--- config.mk ---
export PLATFORM = sky130hd
export DESIGN_NAME = aes_round_ctrl
export DESIGN_NICKNAME = d
export VERILOG_FILES = /design/src/rtl/aes_round_ctrl.sv
export SDC_FILE = /design/constraint.sdc
export NUM_CORES = 1
export LEC_CHECK = 0
export BUFFER_PORTS_ARGS = -buffer_cell sky130_fd_sc_hd__buf_2
export CORE_UTILIZATION = 57
export DETAILED_ROUTE_END_ITERATION = 12
export HOLD_SLACK_MARGIN = 0.08
export MAX_ROUTING_LAYER = met4
export PLACE_DENSITY = 0.81
export SETUP_SLACK_MARGIN = 0.1
export SYNTH_ARGS = -nofsm -noshare
export SYNTH_HDL_FRONTEND = slang
export SYNTH_SLANG_ARGS = --single-unit
export TNS_END_PERCENT = 30
--- constraint.sdc ---
create_clock -name clk -period 2.4 [get_ports clk]
set_input_delay 0.12 -clock clk [delete_from_list [all_inputs] [get_ports clk]]
set_output_delay 0.12 -clock clk [all_outputs]
set_load 0.01 [all_outputs]
--- src/rtl/aes_round_ctrl.sv ---
// Round sequencer for an iterative AES core: launches key expansion, then steps NR+1 round keys.
// Define AES_KEY_CACHE_EN to skip re-expansion while the expanded schedule is still valid.
module aes_round_ctrl #(
  parameter int unsigned NR          = 14,
  parameter int unsigned KEY_TIMEOUT = 64
) (
  input  logic       clk,
  input  logic       rst,
  input  logic       start,
  input  logic       decrypt,
  input  logic       key_new,
  output logic       ek_ready,
  input  logic       ek_valid,
  output logic [3:0] rk_idx,
  output logic       round_en,
  output logic       round_first,
  output logic       round_last,
  output logic       busy,
  output logic       done,
  output logic       err
);

  localparam int unsigned      TmoW    = $clog2(KEY_TIMEOUT + 1);
  localparam logic [3:0]       LastIdx = 4'(NR);
  localparam logic [TmoW-1:0]  TmoMax  = TmoW'(KEY_TIMEOUT - 1);

  typedef enum logic [2:0] {StIdle, StExpand, StWaitKey, StRound, StDone} state_e;

  state_e          state_q, state_d;
  logic            dec_q, dec_d;
  logic            err_q, err_d;
  logic [3:0]      rnd_q, rnd_d;
  logic [TmoW-1:0] tmo_q, tmo_d;
  logic            need_exp;
  logic            rnd_first, rnd_last;

`ifdef AES_KEY_CACHE_EN
  logic keys_ok_q, keys_ok_d;
  assign need_exp = key_new | ~keys_ok_q;
`else
  logic unused_key_new;
  assign unused_key_new = key_new;
  assign need_exp       = 1'b1;
`endif

  // First/last are relative to the direction latched at acceptance.
  assign rnd_first = dec_q ? (rnd_q == LastIdx) : (rnd_q == 4'd0);
  assign rnd_last  = dec_q ? (rnd_q == 4'd0)    : (rnd_q == LastIdx);

  always_comb begin
    state_d = state_q;
    dec_d   = dec_q;
    err_d   = err_q;
    rnd_d   = rnd_q;
    tmo_d   = tmo_q;
`ifdef AES_KEY_CACHE_EN
    keys_ok_d = keys_ok_q;
`endif
    unique case (state_q)
      StIdle: begin
        if (start) begin
          dec_d = decrypt;
          err_d = 1'b0;
          if (need_exp) begin
            state_d = StExpand;
          end else begin
            state_d = StRound;
            rnd_d   = decrypt ? LastIdx : 4'd0;
          end
        end
      end
      StExpand: begin
        tmo_d   = '0;
        state_d = StWaitKey;
      end
      StWaitKey: begin
        if (ek_valid) begin
          state_d = StRound;
          rnd_d   = dec_q ? LastIdx : 4'd0;
`ifdef AES_KEY_CACHE_EN
          keys_ok_d = 1'b1;
`endif
        end else if (tmo_q == TmoMax) begin
          state_d = StDone;
          err_d   = 1'b1;
`ifdef AES_KEY_CACHE_EN
          keys_ok_d = 1'b0;
`endif
        end else begin
          tmo_d = tmo_q + 1'b1;
        end
      end
      StRound: begin
        // Stepping stops at the terminal index, so the counter never leaves 0..NR.
        if (rnd_last) begin
          state_d = StDone;
          rnd_d   = 4'd0;
        end else if (dec_q) begin
          rnd_d = rnd_q - 1'b1;
        end else begin
          rnd_d = rnd_q + 1'b1;
        end
      end
      StDone: begin
        state_d = StIdle;
      end
      default: begin
        state_d = StIdle;
      end
    endcase
  end

  always_ff @(posedge clk) begin
    if (rst) begin
      state_q <= StIdle;
      dec_q   <= 1'b0;
      err_q   <= 1'b0;
      rnd_q   <= 4'd0;
      tmo_q   <= '0;
    end else begin
      state_q <= state_d;
      dec_q   <= dec_d;
      err_q   <= err_d;
      rnd_q   <= rnd_d;
      tmo_q   <= tmo_d;
    end
  end

`ifdef AES_KEY_CACHE_EN
  always_ff @(posedge clk) begin
    if (rst) begin
      keys_ok_q <= 1'b0;
    end else begin
      keys_ok_q <= keys_ok_d;
    end
  end
`endif

  assign ek_ready    = (state_q == StExpand);
  assign round_en    = (state_q == StRound);
  assign round_first = round_en & rnd_first;
  assign round_last  = round_en & rnd_last;
  assign rk_idx      = round_en ? rnd_q : 4'd0;
  assign busy        = (state_q != StIdle);
  assign done        = (state_q == StDone);
  assign err         = done & err_q;

endmodule

==> run_results.csv <==
group,metric,value,unit
floorplan,die_h,42.8,um
placed_design,place.gp.congestion,0.863,
job,cap_violations,0,
pwr,powerDensity,558,mW/mm^2
cts,cts_sinks,16,
status,outcome,"finished clean",
critical_path,crit_required,2280,ps
logic_synthesis,synth_edf_count,0,
sta,fmax,0.532,GHz
critical_path,r2r_cells,4,
cts,cts-root-buf,"clkbuf_4",
critical_path,arrival,1760,ps
logic_synthesis,ys_seq_area_share,33.8,%
cts,clk_pin_slew,90,ps
cells_and_area,multi_input_area,562,um^2
placed_design,placedCellCount,141,
cts,cts_tree,"yes",
grt,grt_pass1_wl,3.50,mm
cts,clock_latency,300,ps
sta,fin_tns_setup,0,ps
placed_design,preCtsSetupSlack,633,ps
placed_design,placed_cell_area,0.00102,mm^2
cells_and_area,antennaDiodeCount,0,
grt,grt_usage,25.8,%
sta,rsz0062_at_grt,"no",
cells_and_area,final_cells,147,
logic_synthesis,syn_inst,114,
floorplan,core_area,0.00152,mm^2
drt,drtAntennaViolNets,0,
logic_synthesis,ys_ff_latch,16,
drt,num_vias,921,
logic_synthesis,yosysTopAreaCell,"dfxtp_1",
logic_synthesis,synth.area.top_cells,"dfxtp_1 34%, a21oi_1 5.3%, nor2_1 5.2%",
logic_synthesis,synthesis.nets,124,
grt,grt-ovfl-total,0,
cells_and_area,area_growth,13.5,%
drt,drt_first_pass_iters,4,
floorplan,die-area,0.00183,mm^2
floorplan,die_x,42.8,um
placed_design,io_buffers,15,
cells_and_area,final_area,0.00107,mm^2
critical_path,startpoint,"dec_q",
grt,grt_antenna_before_repair,0,
cells_and_area,regArea,320,um^2
drt,drt_first_iter_violations,40,
grt,grt_pass1_vias,824,
logic_synthesis,synth_flop_cell,"dfxtp_1",
floorplan,initial_utilization,62.2,%
cells_and_area,drive_gt1_share,18.3,%
critical_path,start_kind,"flop",
sta,tightestPinTransition,512,ps
cts,htree_levels,1,
sta,setup_slack,520,ps
sta,finClkSkew,1.72,ps
cts,cts_hold_buf,2,
cells_and_area,final_cell_mix,"16 x dfxtp_1, 15 x buf_2, 13 x nor2_1, 11 x inv_1, 10 x a21oi_1",
floorplan,io_pins,17,
sta,slew_viol_final,0,
worst_hold_path,whs_path_depth,2,
sta,fin_crit,1880,ps
pwr,vdd_drop_max,0.000415,V
sta,period_share,78.3,%
logic_synthesis,yosys_warnings,0,
pwr,p_leak,0.439,nW
critical_path,r2r_end,"state_q[1]",
drt,wl_per_cell,14.1,um
critical_path,cp_max_fo,8,
worst_hold_path,hold_path.class,"input pin to flop",
critical_path,critical_path_class,"flop to output port",
critical_path,rr_startpoint,"dec_q",
worst_hold_path,hold_end,"rnd_q[0]",
logic_synthesis,netlist.area_leader.share,33.8,%
sta,finalHoldViolations,0,
cts,post_cts_resized,0,
cells_and_area,final_common_cell,"dfxtp_1",
critical_path,crit_path_end_kind,"output port",
critical_path,reg2reg_slack,580,ps
drt,drcViolationCount,0,
cells_and_area,final_nets,142,
pwr,p_total,600,uW
cells_and_area,fill_cells,127,
sta,slew-limit-headroom,65.6,%
worst_hold_path,min_from,"rst",
logic_synthesis,synth_cell_types,39,
logic_synthesis,syn_area_per_cell,8.31,um^2
grt,grt_max_degree,12,
drt,wl,2.07,mm
placed_design,hpwl,1.49,mm
logic_synthesis,synthArstFlopShare,0,%
logic_synthesis,synth_area,947,um^2
cts,cts-buffers-inserted,3,
cts,post-cts-setup-buffer-count,0,
cts,cts_buffer_depth,2,
sta,setup_viol,0,
drt,via_per_inst,6.27,
floorplan,rows,14,
==> stage by stage <==
stage                     util, %  hold slack [ps]
after floorplan                 -              217
after global placement       66.8              352
after detailed placement     66.8              364
after CTS                    70.5              123
after global routing         70.5              141
final                        70.5              132
==> sequential cells by signal (all words and copies together) (netlist names) <==
signal	cells
dec_q	1
tmo_q	7
state_q	3
rnd_q	4
err_q	1
==> critical path, stage by stage (launching register included) <==
cell and delay, ps:
dfxtp_1 520, or4b_1 490, and2_1 180, nor3_1 120, buf_2 160
==> worst max path at each step <==
stage,endpoint,slack (ps),cells after the start
floorplan,state_q[1],870,4
global placement,state_q[1],700,4
detailed placement,state_q[1],630,4
CTS,round_last,530,4
global route,round_last,450,4
finish,round_last,520,4
==> where the power goes <==
group,switching (mW),internal (mW),leakage [nW]
Clock,0.0919,0.0926,0.0210
Combinational,0.0662,0.0492,0.288
Sequential,0.0225,0.278,0.130
==> layout make-up <==
type	instances	area share, %
well taps	16	1.86
repair buffers	17	8.85
inverters	11	3.84
flip-flops and latches	16	29.8
multi-input cells	83	52.3
clock buffers	4	3.38
==> routing by layer <==
metal	up-vias	global-route usage [%]	share of wire (%)
met3	5	7.66	6.1
met4	0	7.50	1.1
met2	29	41.8	48
met1	440	30.8	45
met5	-	-	0
li1	447	-	-
==> synthesized netlist by cell type, drive strengths merged (3+ instances only) <==
cell,count
nor3,5
ha,3
nand2,3
and3,3
nor2,13
and2,3
xor2,5
or2,3
a211oi,4
o21ai,3
inv,11
a21oi,10
dfxtp,16
==> cells by family (layout without fill, tap and decap cells) <==
kind of cell             after synthesis  after routing  share of synthesized area [%]
AND/OR/NAND/NOR                       45             45                           27.6
AO/OA/AOI/OAI                         27             27                           19.2
adder cells (fa/ha/maj)                4              4                           6.08
XOR/XNOR                               7              7                           6.47
buffers and inverters                 15             32                           6.87
flip-flops                            16             16                           33.8
Note: power is estimated with default switching activity, not from simulation.
